--- src/rtl/maindec_pkg.sv ---
// Shared constants and types for the multicycle LEGv8 main control unit.
// State encodings, opcode patterns, ALUOp values and exception causes live here.
package maindec_pkg;

    localparam int OPCODE_W = 11;

    typedef logic [3:0] state_t;

    localparam state_t S_FETCH    = 4'd0;
    localparam state_t S_DECODE   = 4'd1;
    localparam state_t S_EXEC_R   = 4'd2;
    localparam state_t S_WB_R     = 4'd3;
    localparam state_t S_MEM_ADDR = 4'd4;
    localparam state_t S_MEM_RD   = 4'd5;
    localparam state_t S_MEM_WB   = 4'd6;
    localparam state_t S_MEM_WR   = 4'd7;
    localparam state_t S_BRANCH   = 4'd8;
    localparam state_t S_EXC      = 4'd9;

    localparam logic [OPCODE_W-1:0] OP_LDUR    = 11'b11111000010;
    localparam logic [OPCODE_W-1:0] OP_STUR    = 11'b11111000000;
    localparam logic [OPCODE_W-1:0] OP_ADD     = 11'b10001011000;
    localparam logic [OPCODE_W-1:0] OP_SUB     = 11'b11001011000;
    localparam logic [OPCODE_W-1:0] OP_AND     = 11'b10001010000;
    localparam logic [OPCODE_W-1:0] OP_ORR     = 11'b10101010000;
    // CB-format opcodes carry three don't-care low bits
    localparam logic [OPCODE_W-1:0] OP_CB_MASK = 11'b11111111000;
    localparam logic [OPCODE_W-1:0] OP_CBZ     = 11'b10110100000;
    localparam logic [OPCODE_W-1:0] OP_CBNZ    = 11'b10110101000;

    localparam logic [1:0] ALUOP_ADD   = 2'b00;
    localparam logic [1:0] ALUOP_PASSB = 2'b01;
    localparam logic [1:0] ALUOP_RTYPE = 2'b10;

    localparam logic [1:0] EXC_NONE    = 2'b00;
    localparam logic [1:0] EXC_INVALID = 2'b01;
    localparam logic [1:0] EXC_TIMEOUT = 2'b10;

    typedef struct packed {
        logic is_r;
        logic is_ld;
        logic is_st;
        logic is_cb;
        logic invalid;
    } opclass_t;

    typedef struct packed {
        logic       reg2loc;
        logic       alu_src;
        logic       memto_reg;
        logic       reg_write;
        logic       mem_read;
        logic       mem_write;
        logic       branch;
        logic [1:0] alu_op;
        logic       cbnz;
        logic       pc_write;
        logic       ir_write;
        logic       exc;
    } ctrl_t;

endpackage

--- src/rtl/maindec_opclass.sv ---
// Combinational opcode classifier: maps the 11-bit opcode to an instruction class.
module maindec_opclass
    import maindec_pkg::*;
#(
    parameter int OP_W    = OPCODE_W,
    parameter bit EN_CBNZ = 1'b1
)(
    input  logic [OP_W-1:0] op,
    output opclass_t        cls
);

    logic cb_z;
    logic cb_nz;

    assign cb_z  = (op & OP_CB_MASK) == OP_CBZ;
    assign cb_nz = EN_CBNZ && ((op & OP_CB_MASK) == OP_CBNZ);

    always_comb begin
        cls         = '0;
        cls.is_r    = (op == OP_ADD) || (op == OP_SUB) || (op == OP_AND) || (op == OP_ORR);
        cls.is_ld   = (op == OP_LDUR);
        cls.is_st   = (op == OP_STUR);
        cls.is_cb   = cb_z || cb_nz;
        cls.invalid = !(cls.is_r || cls.is_ld || cls.is_st || cls.is_cb);
    end

endmodule

--- src/rtl/maindec_fsm.sv ---
// Multicycle LEGv8 main control FSM with memory wait-state timeout,
// invalid-opcode/bus-timeout exceptions and a retired-instruction counter.
module maindec_fsm
    import maindec_pkg::*;
#(
    parameter int OP_W     = OPCODE_W,
    parameter int WAIT_MAX = 15,
    parameter int CNT_W    = 32,
    parameter bit EN_CBNZ  = 1'b1
)(
    input  logic             clk,
    input  logic             reset_n,
    input  logic [OP_W-1:0]  op,
    input  logic             mem_ready,
    output logic             reg2loc,
    output logic             alu_src,
    output logic             memto_reg,
    output logic             reg_write,
    output logic             mem_read,
    output logic             mem_write,
    output logic             branch,
    output logic [1:0]       alu_op,
    output logic             cbnz,
    output logic             pc_write,
    output logic             ir_write,
    output logic             exc,
    output logic [1:0]       exc_cause,
    output logic [3:0]       state_o,
    output logic [CNT_W-1:0] retired
);

    localparam int WC_W = (WAIT_MAX > 0) ? $clog2(WAIT_MAX + 1) : 1;

    state_t           state_q, state_d;
    logic [WC_W-1:0]  wait_q, wait_d;
    logic [CNT_W-1:0] retired_q, retired_d;
    logic [1:0]       cause_q, cause_d;
    opclass_t         cls;
    ctrl_t            ctrl;
    ctrl_t            ctrl_out;
    logic             retire;
    logic             timeout;

    maindec_opclass #(
        .OP_W    (OP_W),
        .EN_CBNZ (EN_CBNZ)
    ) u_opclass (
        .op  (op),
        .cls (cls)
    );

    assign timeout = !mem_ready && (wait_q == WC_W'(WAIT_MAX));

    // wait_d defaults to zero so any state change (or non-wait state) clears the counter
    always_comb begin
        state_d = state_q;
        wait_d  = '0;
        cause_d = cause_q;
        ctrl    = '0;
        retire  = 1'b0;
        case (state_q)
            S_FETCH: begin
                ctrl.mem_read = 1'b1;
                if (mem_ready) begin
                    ctrl.pc_write = 1'b1;
                    ctrl.ir_write = 1'b1;
                    state_d       = S_DECODE;
                end else if (timeout) begin
                    state_d = S_EXC;
                    cause_d = EXC_TIMEOUT;
                end else begin
                    wait_d = wait_q + WC_W'(1);
                end
            end
            S_DECODE: begin
                if (cls.is_r)                   state_d = S_EXEC_R;
                else if (cls.is_ld || cls.is_st) state_d = S_MEM_ADDR;
                else if (cls.is_cb)             state_d = S_BRANCH;
                else begin
                    state_d = S_EXC;
                    cause_d = EXC_INVALID;
                end
            end
            S_EXEC_R: begin
                ctrl.alu_op = ALUOP_RTYPE;
                state_d     = S_WB_R;
            end
            S_WB_R: begin
                ctrl.alu_op    = ALUOP_RTYPE;
                ctrl.reg_write = 1'b1;
                state_d        = S_FETCH;
                retire         = 1'b1;
            end
            S_MEM_ADDR: begin
                ctrl.alu_src = 1'b1;
                ctrl.alu_op  = ALUOP_ADD;
                ctrl.reg2loc = cls.is_st;
                state_d      = cls.is_st ? S_MEM_WR : S_MEM_RD;
            end
            S_MEM_RD: begin
                ctrl.alu_src  = 1'b1;
                ctrl.mem_read = 1'b1;
                if (mem_ready) begin
                    state_d = S_MEM_WB;
                end else if (timeout) begin
                    state_d = S_EXC;
                    cause_d = EXC_TIMEOUT;
                end else begin
                    wait_d = wait_q + WC_W'(1);
                end
            end
            S_MEM_WB: begin
                ctrl.memto_reg = 1'b1;
                ctrl.reg_write = 1'b1;
                state_d        = S_FETCH;
                retire         = 1'b1;
            end
            S_MEM_WR: begin
                ctrl.alu_src   = 1'b1;
                ctrl.reg2loc   = 1'b1;
                ctrl.mem_write = 1'b1;
                if (mem_ready) begin
                    state_d = S_FETCH;
                    retire  = 1'b1;
                end else if (timeout) begin
                    state_d = S_EXC;
                    cause_d = EXC_TIMEOUT;
                end else begin
                    wait_d = wait_q + WC_W'(1);
                end
            end
            S_BRANCH: begin
                ctrl.reg2loc = 1'b1;
                ctrl.alu_op  = ALUOP_PASSB;
                ctrl.branch  = 1'b1;
                ctrl.cbnz    = op[3];
                state_d      = S_FETCH;
                retire       = 1'b1;
            end
            S_EXC: begin
                ctrl.exc = 1'b1;
                state_d  = S_FETCH;
            end
            default: state_d = S_FETCH;
        endcase
        retired_d = retire ? (retired_q + CNT_W'(1)) : retired_q;
    end

    always_ff @(posedge clk or negedge reset_n) begin
        if (!reset_n) begin
            state_q   <= S_FETCH;
            wait_q    <= '0;
            retired_q <= '0;
            cause_q   <= EXC_NONE;
        end else begin
            state_q   <= state_d;
            wait_q    <= wait_d;
            retired_q <= retired_d;
            cause_q   <= cause_d;
        end
    end

    // Controls are forced low while reset is held, so an abandoned access drops at once
    assign ctrl_out  = reset_n ? ctrl : '0;
    assign reg2loc   = ctrl_out.reg2loc;
    assign alu_src   = ctrl_out.alu_src;
    assign memto_reg = ctrl_out.memto_reg;
    assign reg_write = ctrl_out.reg_write;
    assign mem_read  = ctrl_out.mem_read;
    assign mem_write = ctrl_out.mem_write;
    assign branch    = ctrl_out.branch;
    assign alu_op    = ctrl_out.alu_op;
    assign cbnz      = ctrl_out.cbnz;
    assign pc_write  = ctrl_out.pc_write;
    assign ir_write  = ctrl_out.ir_write;
    assign exc       = ctrl_out.exc;
    assign exc_cause = cause_q;
    assign state_o   = state_q;
    assign retired   = retired_q;

endmodule

--- config.mk ---
export PLATFORM = sky130hd
export DESIGN_NAME = maindec_fsm
export DESIGN_NICKNAME = d
export VERILOG_FILES = /design/src/rtl/maindec_pkg.sv /design/src/rtl/maindec_opclass.sv /design/src/rtl/maindec_fsm.sv
export SDC_FILE = /design/constraint.sdc
export NUM_CORES = 1
export LEC_CHECK = 0
export CAP_MARGIN = 20
export CORE_ASPECT_RATIO = 0.7
export CORE_MARGIN = 2
export CORE_UTILIZATION = 47
export CTS_BUF_LIST = sky130_fd_sc_hd__clkbuf_16
export CTS_CLUSTER_SIZE = 8
export DETAILED_ROUTE_END_ITERATION = 7
export HOLD_SLACK_MARGIN = 0.12
export PLACE_DENSITY_LB_ADDON = 0.15
export REMOVE_ABC_BUFFERS = 1
export SETUP_SLACK_MARGIN = 0.3
export SLEW_MARGIN = 30
export SYNTH_ARGS = -nofsm -noshare
export SYNTH_HDL_FRONTEND = slang
export SYNTH_SLANG_ARGS = --single-unit
--- constraint.sdc ---
create_clock -name clk -period 2.1 [get_ports clk]
set_clock_uncertainty 0.15 [all_clocks]
set_input_delay 0.42 -clock clk [delete_from_list [all_inputs] [get_ports clk]]
set_output_delay 0.42 -clock clk [all_outputs]
set_load 0.005 [all_outputs]
==> qor.yml, run 1 <==
status: "aborted with a tool error"
haltStage: "global routing"
stop_error: "[ERROR DPL-0033] detailed placement checks failed during check placement."
ys_ff_latch: 42
initial_utilization_pct: 49.8
synth_most_common_cell: "dfrtp_1"
netlist_top_cells_count: "dfrtp_1 (42), xnor2_1 (27), nand2_1 (23)"
ys.flop_type: "dfrtp_1"
die_h_um: 61.3
die_width_um: 85.9
ios: 65
cts_made_buffers: 5
yosysTopAreaCellShare_pct: 47.6
place.gp.congestion: 0.795
row_count: 20
synth.area.top_cells: "dfrtp_1 (48%), xnor2_1 (11%), nand2_1 (3.9%)"
synthArstFlopShare_pct: 100
cts_buffer_depth: 2
synth_edf_count: 0
crit_endpoint: "retired[26]$_DFFE_PN0P_/D"
yosys_warnings: 0
hpwl_um: 3920
antenna_found_initial: 0
cts.sinks: 42
synth.distinct_cells: 41
yosysTopAreaCell: "dfrtp_1"
worst-ep-kind: "sequential cell input"
h-tree-depth: 2
synth_area_per_cell_um2: 10.0
io_buffers: 64
netlist_instances: 220
cts-root-buf: "clkbuf_16"
grt_start_max_net_pins: 21
syn_area_um2: 2210
synth.yosys.seq_area_share_pct: 47.6
## cells by family after synthesis
group,Yosys count,share of synthesized area (%)
AO/OA/AOI/OAI,16,5.33
XOR/XNOR,33,13.1
adder cells (fa/ha/maj),2,1.13
buffers and inverters,13,2.72
flip-flops,42,47.6
multiplexers,3,1.53
AND/OR/NAND/NOR,111,28.6
## through the flow
step,cell area (um^2),hold slack (ns),std cells,setup TNS (ns),worst slack (ns)
4_1_cts,3830,0.136,399,-0.101,-0.101
3_3_place_gp,3110,0.187,359,-3.74,-0.946
3_5_place_dp,3110,0.195,359,-4.84,-0.960
2_1_floorplan,2160,-0.0256,211,0,0.0895
## repair_timing
action | CTS
endpoints found under the hold margin | 3
buffers inserted | 31
endpoints found under the setup margin | 66
pin swaps | 53
resized for setup | 210
hold buffers | 1
==> inputs of run 2 (changes only) <==
--- a/config.mk
+++ b/config.mk
@@ -6,16 +6,11 @@
 export NUM_CORES = 1
 export LEC_CHECK = 0
 export CAP_MARGIN = 20
-export CORE_ASPECT_RATIO = 0.7
 export CORE_MARGIN = 2
-export CORE_UTILIZATION = 47
-export CTS_BUF_LIST = sky130_fd_sc_hd__clkbuf_16
-export CTS_CLUSTER_SIZE = 8
+export CORE_UTILIZATION = 40
 export DETAILED_ROUTE_END_ITERATION = 7
-export HOLD_SLACK_MARGIN = 0.12
 export PLACE_DENSITY_LB_ADDON = 0.15
 export REMOVE_ABC_BUFFERS = 1
-export SETUP_SLACK_MARGIN = 0.3
 export SLEW_MARGIN = 30
 export SYNTH_ARGS = -nofsm -noshare
 export SYNTH_HDL_FRONTEND = slang
==> run 2 against run 1 <==
Against the previous run: synthesized cell count is the same; synthesized area unchanged; the flow now finishes, with violations (negative setup slack).
==> qor.yml, run 2 <==
status: "complete, but fails checks"
violations: "negative setup slack"
layout_commonest_cell: "buf_4"
cp.required_ns: 1.53
die_h_um: 78.3
grt_pass1_wl_um: 8660
ys_ff_latch: 42
synth.area.top_cells: "dfrtp_1 (48%), xnor2_1 (11%), nand2_1 (3.9%)"
row_count: 27
ir_drop_v: 0.000560
rsz0062_at_grt: "true"
drt-total-wl_um: 5460
cp_data_arrival_time_ns: 1.59
clk_pin_slew_ns: 0.08
postRouteAntennaNets: 0
yosys_warnings: 0
place.gp.congestion: 0.790
wl_per_cell_um: 13.4
most-common-layout-cells: "buf_4 (44), dfrtp_1 (40), clkdlybuf4s50_1 (38)"
fillers: 453
grtUsageTotal_pct: 17.8
crit_type: "in2out"
cp-start-kind: "primary input"
dpl.cell_count: 383
first_iter_violations: 71
hpwl_um: 3840
vias_per_cell: 4.96
cts_tree: "done"
cts-root-buf: "clkbuf_8"
die_area_um2: 6130
tightest_slew_ns: 0.845
path_max_fanout: 3
netlist_top_cells_count: "dfrtp_1 (42), xnor2_1 (27), nand2_1 (23)"
drtPass1Iterations: 4
hold_viol_final: 0
yosysTopAreaCell: "dfrtp_1"
drive_gt1_share_pct: 32.1
crit_chain: "clkbuf_2 -> nor4_2 -> buf_4 -> nand2_2 -> or3_4 -> a21boi_2 -> buf_2"
initial_utilization_pct: 40.8
syn_area_um2: 2210
cts.sinks: 42
antenna_found_initial: 0
io_buffers: 64
synth.distinct_cells: 41
ys.flop_type: "dfrtp_1"
h-tree-depth: 2
finalNonFillerCells: 408
finalMaxSlewViolations: 0
min_path_type: "in2async"
timing.final.ws_setup_ns: -0.0631
fmax_mhz: 462
cts_made_buffers: 5
synth.yosys.seq_area_share_pct: 47.6
leakagePower_nw: 1.61
fin_nets: 351
grt_start_max_net_pins: 20
largest_reg_flops: 32
post-route-min-period_ns: 2.16
setup-tns-final_ns: -0.0631
synth_area_per_cell_um2: 10.0
ios: 65
synthToLayoutAreaGrowth_pct: 58.6
grt-ovfl-total: 0
finalCritPeriodShare_pct: 103
power_density_nw_per_um2: 727
relSlewSlack_pct: 43.5
die_width_um: 78.3
clock_latency_ns: 0.29
setup_viol: 1
synth_most_common_cell: "dfrtp_1"
cts_buffer_depth: 2
max_cap_violations: 0
max_stage_delay_ns: 0.38
synthArstFlopShare_pct: 100
crit_path_end_kind: "output pin"
netlist_instances: 220
grt_pass1_vias: 1897
synth_edf_count: 0
diodes: 0
finalPower_w: 0.00254
whs_ns: 0.0984
core_area_um2: 5410
cp_slowest_cell: "or3_4"
drc: 0
yosysTopAreaCellShare_pct: 47.6
vias: 2022
==> run 2: cell counts after synthesis <==
Identical to the previous run, type by type.
==> run 2: where the power goes <==
| group | internal [W] | switching [W] |
|---|---|---|
| combinational | 0.000568 | 0.000443 |
| sequential | 0.000902 | 0.0000895 |
| clock | 0.000264 | 0.000278 |
==> run 2: critical path: cells and delay by family <==
family	cells	cell delay, ns
and+or+nand+nor	3	0.70
buffers and inverters	3	0.37
AOI/OAI and AO/OA	1	0.11
==> run 2: layout make-up <==
type                            instances  area, um^2  area share (%)
Inverter                                4        18.8           0.536
Clock buffer                            6        82.6            2.36
Clock inverter                          2        12.5           0.357
Sequential cell                        42        1050            30.1
Multi-Input combinational cell        165        1220            34.7
Tap cell                               72        90.1            2.57
Timing Repair Buffer                  117        1030            29.3
==> run 2: layer usage <==
| metal | up-vias | part of all wire (%) | GRT usage [%] | wire [um] |
|---|---|---|---|---|
| met2 | 43 | 49 | 29.8 | 2680 |
| met5 | - | 0 | 0 | 0 |
| met4 | 0 | 1.6 | 4.39 | 87 |
| li1 | 1001 | - | - | - |
| met1 | 968 | 46 | 23.3 | 2500 |
| met3 | 10 | 3.6 | 4.14 | 195 |
==> run 2: final timing paths <==
check	start	end	slack [ns]	depth (start not counted)
min in group clk	wait_q[0]$_DFF_PN0_	wait_q[0]$_DFF_PN0_	0.33	1
worst max-delay path	op[0]	reg2loc	-0.06	7
worst max register to register	retired[8]$_DFFE_PN0P_	retired[27]$_DFFE_PN0P_	0.04	6
max in group asynchronous	reset_n	state_o[0]$_DFF_PN0_	0.44	3
worst min-delay path	reset_n	retired[23]$_DFFE_PN0P_	0.1	3
worst min register to register	wait_q[0]$_DFF_PN0_	wait_q[0]$_DFF_PN0_	0.33	1
==> run 2: timing repair <==
| action | CTS | global route |
|---|---|---|
| hold buffers | 2 | 0 |
| pin swaps | 8 | 18 |
| hold endpoints to repair | 5 | 0 |
| buffers inserted | 11 | 5 |
| gates resized for setup | 53 | 49 |
| setup endpoints to repair | 13 | 37 |
==> run 2: kinds of logic after synthesis <==
group	after synthesis	synth area share, %
AO/OA/AOI/OAI	16	5.33
AND/OR/NAND/NOR	111	28.6
buffers and inverters	13	2.72
adder cells (fa/ha/maj)	2	1.13
XOR/XNOR	33	13.1
flip-flops	42	47.6
multiplexers	3	1.53
==> run 2: metrics by stage <==
| step | setup WS, ns | utilization [%] | cell area, um^2 |
|---|---|---|---|
| floorplan | 0.0895 | - | 2160 |
| global placement | -0.949 | 58.9 | 3180 |
| detailed placement | -0.976 | 58.9 | 3180 |
| CTS | -0.187 | 63.4 | 3430 |
| global route | -0.148 | 64.8 | 3500 |
| finish | -0.0631 | 64.8 | 3500 |
Power figures use the tool's default switching activity.
